===== src/rtl/inst_fetch.sv =====
// Instruction fetch stage for the single-issue RV32 core.
// Owns the fetch PC and keeps at most one instruction-memory request in flight.
// Each fetched word is held toward decode until it is consumed or redirected.
//
// Handshake rules: a transfer happens on a rising edge where valid && ready
// are both high. Once a valid is raised, the payload stays stable until that
// transfer happens; a redirect from execute is the only exception. The memory
// response channel has no ready: the response is a single-cycle pulse, one
// per accepted request.
module inst_fetch #(
    parameter int                ADDR_W   = 32,
    parameter logic [ADDR_W-1:0] RESET_PC = 32'h8000_0000
) (
    input  logic              clk,
    input  logic              rst,
    // instruction memory request channel
    output logic              imem_req_valid,
    input  logic              imem_req_ready,
    output logic [ADDR_W-1:0] imem_req_addr,
    // instruction memory response channel
    input  logic              imem_resp_valid,
    input  logic [31:0]       imem_resp_data,
    // decode channel
    output logic              inst_valid,
    input  logic              inst_ready,
    output logic [31:0]       inst,
    output logic [ADDR_W-1:0] pc,
    // redirect from execute
    input  logic              redirect_valid,
    input  logic [ADDR_W-1:0] redirect_pc,
    // FSM state, for debug and checkers
    output logic [1:0]        dbg_state
);

    typedef enum logic [1:0] {
        S_BOOT = 2'd0,
        S_REQ  = 2'd1,
        S_WAIT = 2'd2,
        S_HOLD = 2'd3
    } state_t;

    state_t            state_q, state_d;
    logic [ADDR_W-1:0] fetch_pc_q, fetch_pc_d;
    logic              flush_q, flush_d;
    logic [31:0]       inst_q, inst_d;
    logic [ADDR_W-1:0] pc_q, pc_d;
    logic              inst_valid_q, inst_valid_d;

    // Redirect targets are always word aligned; the low two bits are dropped.
    logic [ADDR_W-1:0] redirect_target;
    assign redirect_target = redirect_pc & ~ADDR_W'(3);

    // State and datapath registers; reset aborts any transaction immediately.
    always_ff @(posedge clk or posedge rst) begin
        if (rst) begin
            state_q      <= S_BOOT;
            fetch_pc_q   <= RESET_PC;
            flush_q      <= 1'b0;
            inst_q       <= 32'h0;
            pc_q         <= RESET_PC;
            inst_valid_q <= 1'b0;
        end else begin
            state_q      <= state_d;
            fetch_pc_q   <= fetch_pc_d;
            flush_q      <= flush_d;
            inst_q       <= inst_d;
            pc_q         <= pc_d;
            inst_valid_q <= inst_valid_d;
        end
    end

    // Next-state and next-datapath logic; a redirect always beats the +4 step.
    always_comb begin
        state_d      = state_q;
        fetch_pc_d   = fetch_pc_q;
        flush_d      = flush_q;
        inst_d       = inst_q;
        pc_d         = pc_q;
        inst_valid_d = inst_valid_q;

        case (state_q)
            S_BOOT: begin
                // Redirects are ignored here; fetch always starts at RESET_PC.
                state_d = S_REQ;
            end

            S_REQ: begin
                if (imem_req_ready) begin
                    state_d = S_WAIT;
                    if (redirect_valid) begin
                        // The request just accepted is stale; drop its response.
                        fetch_pc_d = redirect_target;
                        flush_d    = 1'b1;
                    end
                end else if (redirect_valid) begin
                    // Nothing is in flight, so just retarget the pending request.
                    fetch_pc_d = redirect_target;
                end
            end

            S_WAIT: begin
                if (imem_resp_valid) begin
                    state_d = S_REQ;
                    if (redirect_valid) begin
                        // Response and redirect collide: the response is stale.
                        fetch_pc_d = redirect_target;
                        flush_d    = 1'b0;
                    end else if (flush_q) begin
                        flush_d = 1'b0;
                    end else begin
                        // With no flush pending, fetch_pc is still the request address.
                        inst_d       = imem_resp_data;
                        pc_d         = fetch_pc_q;
                        inst_valid_d = 1'b1;
                        state_d      = S_HOLD;
                    end
                end else if (redirect_valid) begin
                    fetch_pc_d = redirect_target;
                    flush_d    = 1'b1;
                end
            end

            S_HOLD: begin
                if (redirect_valid) begin
                    // The held word is on the wrong path and is never re-presented.
                    fetch_pc_d   = redirect_target;
                    inst_valid_d = 1'b0;
                    state_d      = S_REQ;
                end else if (inst_ready) begin
                    fetch_pc_d   = fetch_pc_q + ADDR_W'(4);
                    inst_valid_d = 1'b0;
                    state_d      = S_REQ;
                end
            end

            default: begin
                state_d = S_BOOT;
            end
        endcase
    end

    // Request channel outputs are Moore outputs of state and fetch_pc.
    assign imem_req_valid = (state_q == S_REQ);
    assign imem_req_addr  = fetch_pc_q;

    assign inst_valid = inst_valid_q;
    assign inst       = inst_q;
    assign pc         = pc_q;
    assign dbg_state  = state_q;

    // A pending request keeps its address until it is accepted or redirected.
    a_req_stable: assert property (
        @(posedge clk) disable iff (rst)
        (imem_req_valid && !imem_req_ready && !redirect_valid)
            |=> (imem_req_valid && $stable(imem_req_addr))
    );

    // A presented instruction is stable until decode takes it or a redirect kills it.
    a_inst_stable: assert property (
        @(posedge clk) disable iff (rst)
        (inst_valid && !inst_ready && !redirect_valid)
            |=> (inst_valid && $stable(inst) && $stable(pc))
    );

    // Requests are always word aligned.
    a_req_aligned: assert property (
        @(posedge clk) disable iff (rst)
        imem_req_valid |-> (imem_req_addr[1:0] == 2'b00)
    );

    // Only one request is ever in flight: no request while an instruction is held.
    a_no_overlap: assert property (
        @(posedge clk) disable iff (rst)
        inst_valid |-> !imem_req_valid
    );

endmodule


===== config.mk =====
export PLATFORM = sky130hd
export DESIGN_NAME = inst_fetch
export DESIGN_NICKNAME = d
export VERILOG_FILES = /design/src/rtl/inst_fetch.sv
export SDC_FILE = /design/constraint.sdc
export NUM_CORES = 1
export LEC_CHECK = 0
export BUFFER_PORTS_ARGS = -buffer_cell sky130_fd_sc_hd__buf_2
export CORE_MARGIN = 2
export CORE_UTILIZATION = 53
export CTS_CLUSTER_DIAMETER = 200
export DETAILED_ROUTE_END_ITERATION = 10
export PLACE_DENSITY_LB_ADDON = 0.25
export SLEW_MARGIN = 10
export SYNTH_ARGS = -nofsm -noshare
export SYNTH_HDL_FRONTEND = slang
export SYNTH_SLANG_ARGS = --single-unit
export TNS_END_PERCENT = 5

===== constraint.sdc =====
create_clock -name clk -period 4.7 [get_ports clk]
set_clock_uncertainty 0.05 [all_clocks]
set_input_delay 0 -clock clk [delete_from_list [all_inputs] [get_ports clk]]
set_output_delay 0 -clock clk [all_outputs]
set_load 0.005 [all_outputs]

==> impl_metrics.py, run 1 <==
metrics = {
    "yosys": {
        "ys_seq_elements": 96,
        "synth-compound-area-share_pct": 13.2,
        "synth_edf_count": 0,
        "syn-mean-instance-area_um2": 11.2,
        "synthAdderAreaFrac_pct": 1.39,
        "synth_flop_cell": "dfrtp_1",
        "synth_mux_area_share_pct": 15.7,
        "yosys.cell_types.count": 50,
        "synth_seq_area_share_pct": 53.3,
        "synth-simple-area-share_pct": 13.1,
        "synth_cells": 404,
        "async_reset_ff_share_pct": 100,
        "yosys_warnings": 0,
        "synth_xor_area_share_pct": 0,
        "synth_top_family_by_area": "multiplexers",
        "syn-cell-area_mm2": 0.00452,
    },
    "power_and_ir_drop": {
        "p_leak_nw": 3.07,
        "max-vdd-ir-drop_mv": 0.301,
        "power_density_mw_per_mm2": 547,
    },
    "min_path": {
        "hp-start": "redirect_pc[7]",
        "whs_path_depth": 4,
        "hold_end": "imem_req_addr[7]",
        "hold_path_class": "in -> reg",
    },
    "critical_path": {
        "slowest_delay_ps": 790,
        "arrival_ps": 2780,
        "critPathTopFamily": "simple AND/OR/NAND/NOR gates",
        "critPathLaunchType": "flip-flop",
        "r2r-end": "inst[11]",
        "r2r-start": "dbg_state[0]",
        "reg2reg_slack_ps": 2100,
        "end_kind": "flip-flop",
        "cpMaxStageDelayCell": "and3_2",
        "critical_path.max_fanout": 38,
        "cp_num_buf_inv": 2,
        "worstSetupPathType": "reg -> reg",
        "crit_required_ps": 4880,
        "crit_chain": "inv_1 > ha_1 > and3_2 > buf_4 > mux2_2",
        "r2r_cells": 5,
    },
    "route": {
        "first_iter_violations": 266,
        "ant_nets": 0,
        "drt_pass1_iterations": 5,
        "routedWlPerCell_um": 16.5,
        "finalWirelength_mm": 12.1,
        "vias": 4052,
        "drc": 0,
        "vias_per_cell": 5.56,
    },
    "grt": {
        "grt_max_degree": 57,
        "grt_usage_pct": 26.6,
        "grt_first_pass_wirelength_mm": 19.1,
        "grt_pass1_vias": 3967,
        "grt_overflow_total": 0,
        "antenna_found_initial": 0,
    },
    "timing": {
        "relSlewSlack_pct": 34.9,
        "worst_slew_pin_slew_ps": 974,
        "setup_slack_ps": 2100,
        "hold_viol": 0,
        "period_needed_ps": 2600,
        "setup_viol": 0,
        "fin_crit_sh_pct": 55.4,
        "drv_slew": 0,
        "grt_setup_unrepaired": "false",
        "setup_tns_ps": 0,
        "fmax_mhz": 384,
    },
    "clock_network": {
        "h-tree-depth": 3,
        "cts_made_buffers": 9,
        "cts_tree": "done",
        "worstSkewPairLatency_ps": 340,
        "clk_pin_slew_ps": 90,
        "cts_num_sinks": 96,
        "clockRootBuffer": "clkbuf_8",
        "cts_buffer_depth": 2,
    },
    "floorplan": {
        "die_h_um": 96.3,
        "die_w_um": 96.3,
        "ios": 170,
        "design.core.area_mm2": 0.00826,
        "row_count": 33,
        "dieArea_mm2": 0.00927,
        "initial_utilization_pct": 54.7,
    },
    "cells_and_area": {
        "area_growth_pct": 38.2,
        "antenna_cells": 0,
        "multiInputGateArea_mm2": 0.00199,
        "ff_latch_area_mm2": 0.00240,
        "drive_gt1_share_pct": 42.0,
        "n_fill_cell": 560,
        "nets": 694,
        "layout.cells.non_filler": 729,
    },
    "outcome": {
        "status": "finished, final reports clean",
    },
    "place": {
        "dpl.hpwl_mm": 7.54,
        "post-place-ws_ps": 2120,
        "dp_cells": 654,
        "portBuffers": 163,
        "place.gp.congestion": 0.798,
    },
    "job": {
        "cap_violations": 0,
    },
}
-- flip-flops by register name, summed over array words and instances (netlist names) --
signal,flops
inst,32
pc,30
dbg_state,2
inst_valid,1
imem_req_addr,30
flush_q,1
-- through the flow --
stage          total power, mW  instance area, µm²  hold slack [ps]  util [%]
2_1_floorplan             2.19                4530             54.1         -
4_1_cts                   3.41                6240             24.2      75.5
3_5_place_dp              2.75                5420             11.5      65.6
5_1_grt                   3.67                6240             53.7      75.5
3_3_place_gp              2.69                5420             8.11      65.6
6_report                  3.41                6240             33.8      75.5
-- worst max path at each step --
stage / from / end / slack [ps] / cells after the start
after detailed placement: dbg_state[0] / inst[14] / 2120 / 5
after global placement: dbg_state[0] / inst[20] / 2180 / 5
final: dbg_state[0] / inst[11] / 2100 / 5
after global routing: dbg_state[0] / inst[11] / 1910 / 5
after floorplan: rst / dbg_state[0] / 2150 / 1
after CTS: dbg_state[0] / inst[25] / 2100 / 5
-- layout by cell type (no fill, tap or decap), types with 3 or more instances in the layout --
master	count
conb_1	4
clkbuf_8	11
nor2_1	25
dlygate4sd3_1	59
and2_1	3
a311oi_1	4
nor4_1	4
a21oi_1	24
nand4_1	6
dfrtp_1	94
inv_1	7
buf_4	5
a2bb2oi_1	11
nand2_1	31
buf_2	163
or3_1	6
o22ai_1	8
mux2_2	62
o21ai_0	20
ha_1	5
nor3_1	5
nand3_1	18
a31oi_1	6
-- layer usage --
layer	global-route usage (%)	routed length, µm
met1	36.1	5240
met2	43.3	5920
met3	5.56	795
met4	7.63	104
met5	0	0
-- worst min-delay path, stage by stage --
cell      delay, ps
buf_2            90
nor2_1           90
o21ai_0          80
a21boi_0        120
-- cell usage after synthesis (3+ instances only) --
| cell type | instances | area share, % |
|---|---|---|
| o22ai_1 | 8 | 1.1 |
| nor3_1 | 5 | 0.55 |
| nor4_1 | 4 | 0.55 |
| a21oi_1 | 24 | 2.7 |
| inv_1 | 8 | 0.67 |
| or3_1 | 6 | 0.83 |
| o21ai_0 | 20 | 2.2 |
| clkbuf_1 | 15 | 1.2 |
| a31oi_1 | 6 | 0.83 |
| and3_1 | 3 | 0.42 |
| and2_1 | 3 | 0.42 |
| dfrtp_1 | 94 | 52 |
| nand3_1 | 18 | 2.0 |
| mux2_2 | 62 | 15 |
| buf_2 | 5 | 0.55 |
| a2bb2oi_1 | 12 | 2.3 |
| nand4_1 | 6 | 0.83 |
| ha_1 | 5 | 1.4 |
| nand2_1 | 31 | 2.6 |
| a311oi_1 | 4 | 0.78 |
| nor2_1 | 26 | 2.2 |
| buf_4 | 4 | 0.67 |
-- cell families (layout without fill, tap and decap cells) --
logic type | count (synthesis) | after routing
compound gates | 91 | 91
fa+ha+maj | 5 | 5
buf+inv | 34 | 251
flops | 96 | 96
mux | 63 | 63
other cells | 1 | 4
simple gates | 114 | 114
-- report_power, final --
part / total [mW] / switching (mW) / leakage (nW) / internal (mW)
Combinational: 1.34 / 0.659 / 1.75 / 0.679
Clock: 0.610 / 0.280 / 0.113 / 0.331
Sequential: 1.46 / 0.319 / 1.22 / 1.14
-- area by class of cell --
cell class | instances | share of cell area, %
flip-flops and latches | 96 | 38.5
repair buffers | 227 | 23.1
clock buffers | 12 | 2.49
inverters | 8 | 0.521
well taps | 105 | 2.11
clock inverters | 4 | 1.22
multi-input cells | 277 | 32.0
-- what timing repair did --
action                                 CTS  global route
hold buffers                            59             0
endpoints found under the hold margin   97             0
buffers inserted                         0             0
resized for setup                        0             0
(Power assumes the default switching activity.)
==> run 2: changes to the inputs <==
--- a/config.mk
+++ b/config.mk
@@ -7,7 +7,7 @@
 export LEC_CHECK = 0
 export BUFFER_PORTS_ARGS = -buffer_cell sky130_fd_sc_hd__buf_2
 export CORE_MARGIN = 2
-export CORE_UTILIZATION = 53
+export CORE_UTILIZATION = 49
 export CTS_CLUSTER_DIAMETER = 200
 export DETAILED_ROUTE_END_ITERATION = 10
 export PLACE_DENSITY_LB_ADDON = 0.25
==> constraint.sdc (replaced) <==
create_clock -name clk -period 2.7 [get_ports clk]
set_clock_uncertainty 0.05 [all_clocks]
set_input_delay 0 -clock clk [delete_from_list [all_inputs] [get_ports clk]]
set_output_delay 0 -clock clk [all_outputs]
set_load 0.005 [all_outputs]
==> impl_metrics.py, run 2 (synthesis gave the netlist of run 1 again) <==
metrics = {
    "cells_and_area": {
        "mostFrequentLayoutCell": "buf_2",
        "ff_latch_area_mm2": 0.00240,
        "multiInputGateArea_mm2": 0.00199,
        "final_cell_mix": "buf_2 (163), dfrtp_1 (94), mux2_2 (62)",
        "layout.cells.non_filler": 741,
        "antenna_cells": 0,
        "fin_util_pct": 69.2,
        "area_growth_pct": 39.6,
        "nets": 700,
        "drive_gt1_share_pct": 42.4,
        "stdcell_area_mm2": 0.00630,
        "n_fill_cell": 689,
        "largest_reg_flops": 32,
    },
    "timing": {
        "worst_slew_pin_slew_ps": 701,
        "period_needed_ps": 2310,
        "drv_slew": 0,
        "setup_tns_ps": 0,
        "fin_crit_sh_pct": 85.4,
        "setup_viol": 0,
        "fmax_mhz": 434,
        "grt_setup_unrepaired": "false",
        "timing.hold.ws_ps": 25.3,
        "hold_viol": 0,
        "relSlewSlack_pct": 53.3,
    },
    "place": {
        "place.gp.congestion": 0.826,
        "placed_area_mm2": 0.00551,
        "portBuffers": 163,
        "dpl.hpwl_mm": 8.10,
        "dp_cells": 666,
    },
    "power_and_ir_drop": {
        "max-vdd-ir-drop_mv": 0.430,
        "p_leak_nw": 3.10,
        "power_density_mw_per_mm2": 929,
    },
    "grt": {
        "use_met2_pct": 43.5,
        "grt_max_degree": 57,
        "grt_overflow_total": 0,
        "grt_usage_pct": 25.3,
        "grt_pass1_vias": 4146,
        "grtUsageMet1_pct": 31.8,
        "grtUsageMet3_pct": 5.78,
        "top_usage_layer": "met2",
        "antenna_found_initial": 0,
        "grt_first_pass_wirelength_mm": 20.2,
    },
    "route": {
        "vias": 4108,
        "finalWirelength_mm": 12.2,
        "drt_pass1_iterations": 5,
        "routedWlPerCell_um": 16.5,
        "ant_nets": 0,
        "drc": 0,
        "vias_per_cell": 5.54,
        "first_iter_violations": 237,
    },
    "floorplan": {
        "dieArea_mm2": 0.0100,
        "design.core.area_mm2": 0.00911,
        "row_count": 35,
        "ios": 170,
        "initial_utilization_pct": 49.6,
        "die_h_um": 100,
        "die_w_um": 100,
    },
    "critical_path": {
        "crit_required_ps": 2890,
        "reg2reg_slack_ps": 390,
        "end_kind": "flip-flop",
        "critPathLaunchType": "flip-flop",
        "critical_path.max_fanout": 8,
        "arrival_ps": 2500,
        "worstSetupPathType": "reg -> reg",
    },
    "clock_network": {
        "cts_num_sinks": 96,
        "cts_made_buffers": 9,
        "holdBufCountCts": 59,
        "cts_buffer_depth": 2,
        "h-tree-depth": 3,
        "cts_tree": "done",
        "worstSkewPairLatency_ps": 350,
        "clockRootBuffer": "clkbuf_8",
        "postCtsSetupBuffers": 0,
        "clk_pin_slew_ps": 90,
        "cts-resized-gates": 0,
    },
    "job": {
        "cap_violations": 0,
    },
    "min_path": {
        "hold_path_class": "in -> reg",
    },
    "outcome": {
        "status": "finished, final reports clean",
    },
}
## run 2: cell type report
| cell class | count | area share [%] |
|---|---|---|
| Clock buffer | 12 | 2.30 |
| Timing Repair Buffer | 233 | 24.4 |
| Tap cell | 111 | 2.20 |
| Sequential cell | 96 | 38.2 |
| Multi-Input combinational cell | 277 | 31.6 |
| Inverter | 8 | 0.516 |
| Clock inverter | 4 | 0.854 |
## run 2: worst paths after layout
check	depth (start not counted)	from	end
max in group asynchronous	4	rst	inst[8]
setup reg to reg	6	imem_req_addr[2]	imem_req_addr[20]
min in group asynchronous	3	rst	inst[0]
hold reg to reg	1	pc[9]	pc[9]
setup / recovery	6	imem_req_addr[2]	imem_req_addr[20]
hold / removal	4	redirect_pc[30]	imem_req_addr[30]
## run 2: metrics by stage
step                      power [mW]  setup WS (ps)
after detailed placement        4.85            434
after floorplan                 3.81            148
after CTS                       5.87            428
final                           5.85            395
after global routing            6.31            163
after global placement          4.73            509
## run 2: critical path, stage by stage, from the launching register on
cell and delay (ps):
dfrtp_1 470, ha_1 250, nand4_1 240, nor4_4 540
and2_2 310, a41oi_1 140, o22a_1 200
## run 2: per-layer routing
| metal | wire length (µm) | vias up |
|---|---|---|
| met4 | 256 | 0 |
| met5 | 0 | - |
| met1 | 4890 | 1989 |
| li1 | - | 1917 |
| met2 | 6200 | 178 |
| met3 | 882 | 24 |
## run 2: report_power, final
group	switching (mW)	internal, mW	total [mW]
Combinational	1.16	1.21	2.37
Sequential	0.551	1.99	2.54
Clock	0.483	0.457	0.940
Total	2.20	3.66	5.85
